===== config.mk =====
export PLATFORM = sky130hd
export DESIGN_NAME = mem_dma_master
export DESIGN_NICKNAME = d
export VERILOG_FILES = /design/src/rtl/mem_dma_master_pkg.sv /design/src/rtl/mem_dma_master_bus_port.sv /design/src/rtl/mem_dma_master.sv
export SDC_FILE = /design/constraint.sdc
export NUM_CORES = 1
export LEC_CHECK = 0
export CAP_MARGIN = 20
export CORE_ASPECT_RATIO = 1.25
export CORE_MARGIN = 2
export CORE_UTILIZATION = 35
export DETAILED_ROUTE_END_ITERATION = 8
export PLACE_DENSITY = 0.65
export SYNTH_ARGS = -nofsm -noshare
export SYNTH_HDL_FRONTEND = slang
export SYNTH_SLANG_ARGS = --single-unit

===== constraint.sdc =====
create_clock -name clk -period 7.1 [get_ports clk]
set_clock_uncertainty 0.1 [all_clocks]
set_input_delay 1.065 -clock clk [delete_from_list [all_inputs] [get_ports clk]]
set_output_delay 1.065 -clock clk [all_outputs]
set_load 0.005 [all_outputs]

===== src/rtl/mem_dma_master_pkg.sv =====
// Shared types, widths and bus constants for the memory-to-memory DMA master.
package mem_dma_master_pkg;

  localparam int unsigned ADDR_W = 32;
  localparam int unsigned DATA_W = 32;
  localparam int unsigned STRB_W = 4;
  localparam int unsigned CNT_W  = 16;

  localparam logic [STRB_W-1:0] WSTRB_READ = 4'h0;
  localparam logic [STRB_W-1:0] WSTRB_WORD = 4'hF;

  typedef enum logic [2:0] {
    ST_IDLE,
    ST_RD,
    ST_RGAP,
    ST_WR,
    ST_WGAP,
    ST_DONE,
    ST_ERR
  } state_t;

  // One bus request as presented on mem_addr/mem_wdata/mem_wstrb
  typedef struct packed {
    logic [ADDR_W-1:0] addr;
    logic [DATA_W-1:0] wdata;
    logic [STRB_W-1:0] wstrb;
  } bus_req_t;

  function automatic logic [ADDR_W-1:0] word_align(input logic [ADDR_W-1:0] a);
    return a & ~ADDR_W'(3);
  endfunction

  function automatic logic is_active(input state_t s);
    return s inside {ST_RD, ST_RGAP, ST_WR, ST_WGAP};
  endfunction

endpackage


===== src/rtl/mem_dma_master_bus_port.sv =====
// Holds one native-bus request stable until it completes or stalls for TIMEOUT cycles.
module mem_dma_master_bus_port
  import mem_dma_master_pkg::*;
#(
  parameter int unsigned TIMEOUT = 255
) (
  input  logic              clk,
  input  logic              rst,
  input  logic              issue,
  input  bus_req_t          req,
  input  logic              ready,
  output logic              valid,
  output logic [ADDR_W-1:0] addr,
  output logic [DATA_W-1:0] wdata,
  output logic [STRB_W-1:0] wstrb,
  output logic              xfer_ok_c,
  output logic              xfer_timeout_c
);

  localparam logic [CNT_W-1:0] WAIT_LAST = CNT_W'(TIMEOUT - 1);

  logic [CNT_W-1:0] wait_cnt;

  // A ready arriving on the last allowed wait cycle still wins over the abort
  assign xfer_ok_c      = valid & ready;
  assign xfer_timeout_c = valid & ~ready & (wait_cnt == WAIT_LAST);

  always_ff @(posedge clk or posedge rst) begin
    if (rst) begin
      valid    <= 1'b0;
      addr     <= '0;
      wdata    <= '0;
      wstrb    <= '0;
      wait_cnt <= '0;
    end else if (issue) begin
      valid    <= 1'b1;
      addr     <= req.addr;
      wdata    <= req.wdata;
      wstrb    <= req.wstrb;
      wait_cnt <= '0;
    end else if (xfer_ok_c || xfer_timeout_c) begin
      valid    <= 1'b0;
      wait_cnt <= '0;
    end else if (valid) begin
      wait_cnt <= wait_cnt + CNT_W'(1);
    end
  end

endmodule


===== src/rtl/mem_dma_master.sv =====
// Word-by-word memory copy initiator on the picorv32 native bus: read src+4i, then write dst+4i.
module mem_dma_master
  import mem_dma_master_pkg::*;
#(
  parameter int unsigned LEN_W   = 16,
  parameter int unsigned TIMEOUT = 255
) (
  input  logic              clk,
  input  logic              rst,
  input  logic              start,
  input  logic [ADDR_W-1:0] src_addr,
  input  logic [ADDR_W-1:0] dst_addr,
  input  logic [LEN_W-1:0]  len,
  output logic              busy,
  output logic              done,
  output logic              error,
  output logic              mem_valid,
  input  logic              mem_ready,
  output logic [ADDR_W-1:0] mem_addr,
  output logic [DATA_W-1:0] mem_wdata,
  output logic [STRB_W-1:0] mem_wstrb,
  input  logic [DATA_W-1:0] mem_rdata
);

  state_t            state, state_n;
  logic [ADDR_W-1:0] src_ptr, dst_ptr;
  logic [LEN_W-1:0]  remaining;
  logic [DATA_W-1:0] rd_buf;

  logic     issue_c, load_c, capture_c, advance_c;
  bus_req_t req_c;
  logic     xfer_ok_c, xfer_timeout_c;

  mem_dma_master_bus_port #(
    .TIMEOUT(TIMEOUT)
  ) u_port (
    .clk           (clk),
    .rst           (rst),
    .issue         (issue_c),
    .req           (req_c),
    .ready         (mem_ready),
    .valid         (mem_valid),
    .addr          (mem_addr),
    .wdata         (mem_wdata),
    .wstrb         (mem_wstrb),
    .xfer_ok_c     (xfer_ok_c),
    .xfer_timeout_c(xfer_timeout_c)
  );

  // State register; status flags are registered from the next state
  always_ff @(posedge clk or posedge rst) begin
    if (rst) begin
      state <= ST_IDLE;
      busy  <= 1'b0;
      done  <= 1'b0;
      error <= 1'b0;
    end else begin
      state <= state_n;
      busy  <= is_active(state_n);
      done  <= (state_n == ST_DONE);
      error <= (state_n == ST_ERR);
    end
  end

  // Next state plus request issue; each request is launched from the cycle before it is visible
  always_comb begin
    state_n   = state;
    issue_c   = 1'b0;
    req_c     = '0;
    load_c    = 1'b0;
    capture_c = 1'b0;
    advance_c = 1'b0;
    case (state)
      ST_IDLE: begin
        if (start) begin
          load_c = 1'b1;
          if (len == '0) begin
            state_n = ST_DONE;
          end else begin
            state_n     = ST_RD;
            issue_c     = 1'b1;
            req_c.addr  = word_align(src_addr);
            req_c.wstrb = WSTRB_READ;
          end
        end
      end
      ST_RD: begin
        if (xfer_ok_c) begin
          capture_c = 1'b1;
          state_n   = ST_RGAP;
        end else if (xfer_timeout_c) begin
          state_n = ST_ERR;
        end
      end
      ST_RGAP: begin
        state_n     = ST_WR;
        issue_c     = 1'b1;
        req_c.addr  = dst_ptr;
        req_c.wdata = rd_buf;
        req_c.wstrb = WSTRB_WORD;
      end
      ST_WR: begin
        if (xfer_ok_c) begin
          advance_c = 1'b1;
          state_n   = (remaining == LEN_W'(1)) ? ST_DONE : ST_WGAP;
        end else if (xfer_timeout_c) begin
          state_n = ST_ERR;
        end
      end
      ST_WGAP: begin
        state_n     = ST_RD;
        issue_c     = 1'b1;
        req_c.addr  = src_ptr;
        req_c.wstrb = WSTRB_READ;
      end
      default: state_n = ST_IDLE;
    endcase
  end

  // Copy pointers, word count and the single-word buffer; pointers wrap modulo 2^32
  always_ff @(posedge clk or posedge rst) begin
    if (rst) begin
      src_ptr   <= '0;
      dst_ptr   <= '0;
      remaining <= '0;
      rd_buf    <= '0;
    end else begin
      if (load_c) begin
        src_ptr   <= word_align(src_addr);
        dst_ptr   <= word_align(dst_addr);
        remaining <= len;
      end
      if (capture_c) begin
        rd_buf <= mem_rdata;
      end
      if (advance_c) begin
        src_ptr   <= src_ptr + ADDR_W'(4);
        dst_ptr   <= dst_ptr + ADDR_W'(4);
        remaining <= remaining - LEN_W'(1);
      end
    end
  end

endmodule

==> run summary <==
The register area is 0.00488 mm^2. The share of final-layout standard cells stronger than drive strength 1 came out at 9.06%. The maximum clock frequency is 295 MHz. The area of the core region is 0.0262 mm^2. The signal on the critical path passes through clkdlybuf4s50_1 -> and4b_1 -> and2_1 -> buf_4 -> nand3_1 -> o311ai_0 -> nand2_1. The global-route wire length before repair is 43.1 mm.

The synthesized area divided by synthesized cell count came out at 9.91 um^2. Setup violations remaining at the end of the flow were counted as 0. On the worst path, the slowest cell contributes a delay of 530 ps. No sink is reached through more buffers than the 2 on the longest clock path. Setup repair after global routing left no endpoint under its margin. The number of top-level pins is 188. The synthesis warning total came out at 0. Routability-driven placement finished with a final weighted congestion of 0.774. The sequential fraction of design power came out at 42.3%. The via density per instance came out at 5.56. The number of resized instances in the post-cts repair step came out at 0. The synthesized design spends more area on one cell type than any other, namely sky130_fd_sc_hd__dfrtp_1. The count of unresolved DRC violations after routing is 0.

The data arrival time of the critical path is 3610 ps. The clock-pin transition on the worst setup and hold timing paths came out at 70 ps. The synthesized netlist occupies a cell area of 0.00936 mm^2. The synthesized netlist contains 60 unique library cells. The most used flip-flop cell after synthesis is sky130_fd_sc_hd__dfrtp_1. The number of buffers and inverters on the critical path came out at 2.

The worst setup path is launched from an input pin. The root buffer selected by CTS is sky130_fd_sc_hd__clkbuf_16. The net switching component of the power is 1.79 mW. Summing over every cut layer, the via total after detailed routing is 8050. The most instantiated library cell after synthesis is sky130_fd_sc_hd__dfrtp_1.

Summed over all layers, the routed wires come to 27.2 mm. By count the netlist is led by sky130_fd_sc_hd__dfrtp_1, sky130_fd_sc_hd__nand2_1, sky130_fd_sc_hd__nor2_1, sky130_fd_sc_hd__clkbuf_1, sky130_fd_sc_hd__a21oi_1. The maximum fanout along the worst path is 29. For the worst setup path, the data required time is 7320 ps.

The finished cells cover 0.0120 mm^2. The number of antenna violations at the first check in global routing is 4. The transition time of the tightest slew-check pin came out at 1010 ps. Buffers inserted to repair hold after CTS numbered 0.

In the final routed layout, each cell accounts on average for 18.8 um. The via count of the first global-routing pass came to 7961. The worst setup path is captured at a flop.

The instance count of the mapped netlist is 945. The static power due to leakage came out at 4.90 nW. The sequential cell area fraction in the yosys report is 52.1%. The number of maximum-capacitance constraint violations is 0.

The number of max-slew violations in the final report came to 0. Yosys attributes the largest share of cell area to sky130_fd_sc_hd__dfrtp_1, sky130_fd_sc_hd__nand2_1, sky130_fd_sc_hd__nor2_1, sky130_fd_sc_hd__mux2_2, sky130_fd_sc_hd__a221o_1. On the critical path the largest part of the delay comes from simple AND/OR/NAND/NOR gates. Of the post-synthesis cell area, the dominant cell type holds 52.1%. Global routing consumed, over all layers together, 19.4% of the routing resources. The synthesized flop and latch total is 195. The count of input and output buffers is 183. At the end of the flow, the number of nets in the layout was 1215. After filler insertion, the fill cell instance count of the layout stands at 2475. The post-synthesis to final-layout area growth is 28.6%. VDD sags by at most 0.218 mV. The fraction of power consumed by the clock network came out at 19.4%. The total placed instance area came out at 0.0115 mm^2.

The number of levels the H-tree was split into came out at 4. For this run the aggregate overflow at the end of global routing stands at 0. The internal power consumption came out at 3.06 mW. The final worst-path cycle share is 47.8%. The first-pass iteration count of the detailed router is 4.

The worst-case headroom to the max-slew limit came out at 32.8%. The count of antenna-violating nets left after detailed routing came out at 0. The maximum number of pins on one net before global-route repair is 132. In this run, the combinational gates consume 38.3% of the power. The later pin in the worst-skew pair is clocked with a latency of 440 ps.

In this run the post-CTS setup repair buffer count came out at 0. The total CTS buffers is 17. TritonCTS built the clock tree. The areal power density over the cells is 403 mW/mm^2. The total number of clock tree sinks is 195.

Of all flip-flops after synthesis, the portion carrying an async set or reset was 100%. The die covers 0.0281 mm^2. The final hold violation count came to 0. The HPWL after detailed placement came out at 18.0 mm.

The effective utilization at floorplan is 35.8%. The combined area of the multi-input logic cells is 0.00418 mm^2. The worst hold path belongs to the class reg2reg.

The run finished with clean final reports. The slowest stage of the critical path belongs to the cell sky130_fd_sc_hd__clkdlybuf4s50_1. The width of the die is 150 um. The final-layout setup total negative slack is 0 ps.

The minimum clock period is 3390 ps. The floorplan die height came out at 187 um. The violation count after the first detailed-route iteration is 520. The post-synth net total is 1067. The switching power share of the total came out at 37.0%. The worst setup path is of the in2reg kind. Row generation in the floorplan step produced 66 rows.

Counting flops with a built-in enable in the synthesized netlist gives 0.
[through the flow]
stage / util, % / hold slack, ps / std cells / power, mW / setup slack [ps]
after floorplan: - / 351 / 945 / 3.14 / 623
after global placement: 43.9 / 376 / 1414 / 3.87 / 3260
after detailed placement: 43.9 / 382 / 1414 / 3.93 / 3220
after CTS: 46.0 / 395 / 1444 / 4.89 / 3680
after global routing: 46.0 / 413 / 1446 / 5.20 / 3470
final: 46.0 / 392 / 1447 / 4.85 / 3710
[power groups by stage]
stage	Sequential, mW	Combinational (mW)	Clock (mW)
after floorplan	1.91	1.22	0
after global placement	2.05	1.82	0
after detailed placement	2.06	1.87	0
after CTS	2.05	1.87	0.968
after global routing	2.12	2.06	1.02
final	2.05	1.86	0.941
[logic make-up (layout without fill, tap and decap cells)]
group                      after synthesis  in the layout  share of synthesized area [%]
and+or+nand+nor                        374            374                           19.0
AOI/OAI and AO/OA                      234            234                           18.7
DFF                                    195            195                           52.1
buffers and inverters                   83            242                           3.53
muxes                                   36             36                           4.28
xor gates and xnor gates                17             17                           1.59
adders and majority gates                6              6                          0.802
other                                    0              3                              0
[worst paths after layout]
path | start | depth (start not counted) | slack (ps) | end
setup reg to reg | state[1] | 5 | 4190 | src_ptr[14]
hold / removal | remaining[15] | 1 | 390 | remaining[15]
max in group asynchronous | rst | 3 | 4420 | u_port.wdata[23]
hold reg to reg | remaining[15] | 1 | 390 | remaining[15]
min in group asynchronous | rst | 2 | 1050 | u_port.addr[2]
setup / recovery | mem_ready | 7 | 3710 | src_ptr[20]
[registers in the layout, summed over array words and instances, names as in the netlist, 3 cells and up]
signal and cells:
remaining 16, src_ptr 30, u_port.wait_cnt 16, state 3
rd_buf 32, u_port.addr 31, u_port.wdata 32, dst_ptr 30
[per-layer routing]
metal	GRT usage [%]	vias up	routed length (um)
li1	-	3797	-
met1	24.4	3912	11200
met2	31.0	301	12900
met3	6.63	38	2420
met4	6.60	2	639
met5	0	-	12
[worst register-to-register path, cell delays in order (launching register included)]
cell and delay, ps:
sky130_fd_sc_hd__dfrtp_1 550, sky130_fd_sc_hd__or4b_2 690, sky130_fd_sc_hd__buf_4 360, sky130_fd_sc_hd__nand2_1 590
sky130_fd_sc_hd__o21ai_0 180, sky130_fd_sc_hd__a221o_1 320
[cells in the final DEF, fill, tap and decap left out, types with 5 or more instances in the layout]
| cell type | n |
|---|---|
| sky130_fd_sc_hd__o221a_2 | 5 |
| sky130_fd_sc_hd__nor4_1 | 19 |
| sky130_fd_sc_hd__o311ai_0 | 21 |
| sky130_fd_sc_hd__nor2_1 | 100 |
| sky130_fd_sc_hd__inv_1 | 14 |
| sky130_fd_sc_hd__o22ai_1 | 5 |
| sky130_fd_sc_hd__xnor2_1 | 5 |
| sky130_fd_sc_hd__clkbuf_16 | 17 |
| sky130_fd_sc_hd__a31oi_1 | 5 |
| sky130_fd_sc_hd__o211ai_1 | 22 |
| sky130_fd_sc_hd__a211oi_1 | 8 |
| sky130_fd_sc_hd__mux2_2 | 32 |
| sky130_fd_sc_hd__xor2_1 | 12 |
| sky130_fd_sc_hd__and3_1 | 16 |
| sky130_fd_sc_hd__a311oi_1 | 5 |
| sky130_fd_sc_hd__and2_1 | 6 |
| sky130_fd_sc_hd__buf_4 | 14 |
| sky130_fd_sc_hd__ha_1 | 6 |
| sky130_fd_sc_hd__a21oi_1 | 54 |
| sky130_fd_sc_hd__clkdlybuf4s50_1 | 183 |
| sky130_fd_sc_hd__nand3_1 | 46 |
| sky130_fd_sc_hd__o21a_1 | 7 |
| sky130_fd_sc_hd__dfrtp_1 | 195 |
| sky130_fd_sc_hd__nand4_1 | 20 |
| sky130_fd_sc_hd__o21ai_0 | 18 |
| sky130_fd_sc_hd__a221o_1 | 33 |
| sky130_fd_sc_hd__nand2_1 | 120 |
| sky130_fd_sc_hd__nor3_1 | 14 |
| sky130_fd_sc_hd__a22o_1 | 32 |
[layout make-up]
type	instances	share of cell area, %
Tap cell	340	3.53
Timing Repair Buffer	197	16.1
Multi-Input combinational cell	667	34.7
Antenna cell	3	0.0623
Inverter	15	0.530
Sequential cell	195	40.5
Clock buffer	20	3.79
Clock inverter	10	0.821
Note: power is estimated with default switching activity, not from simulation.
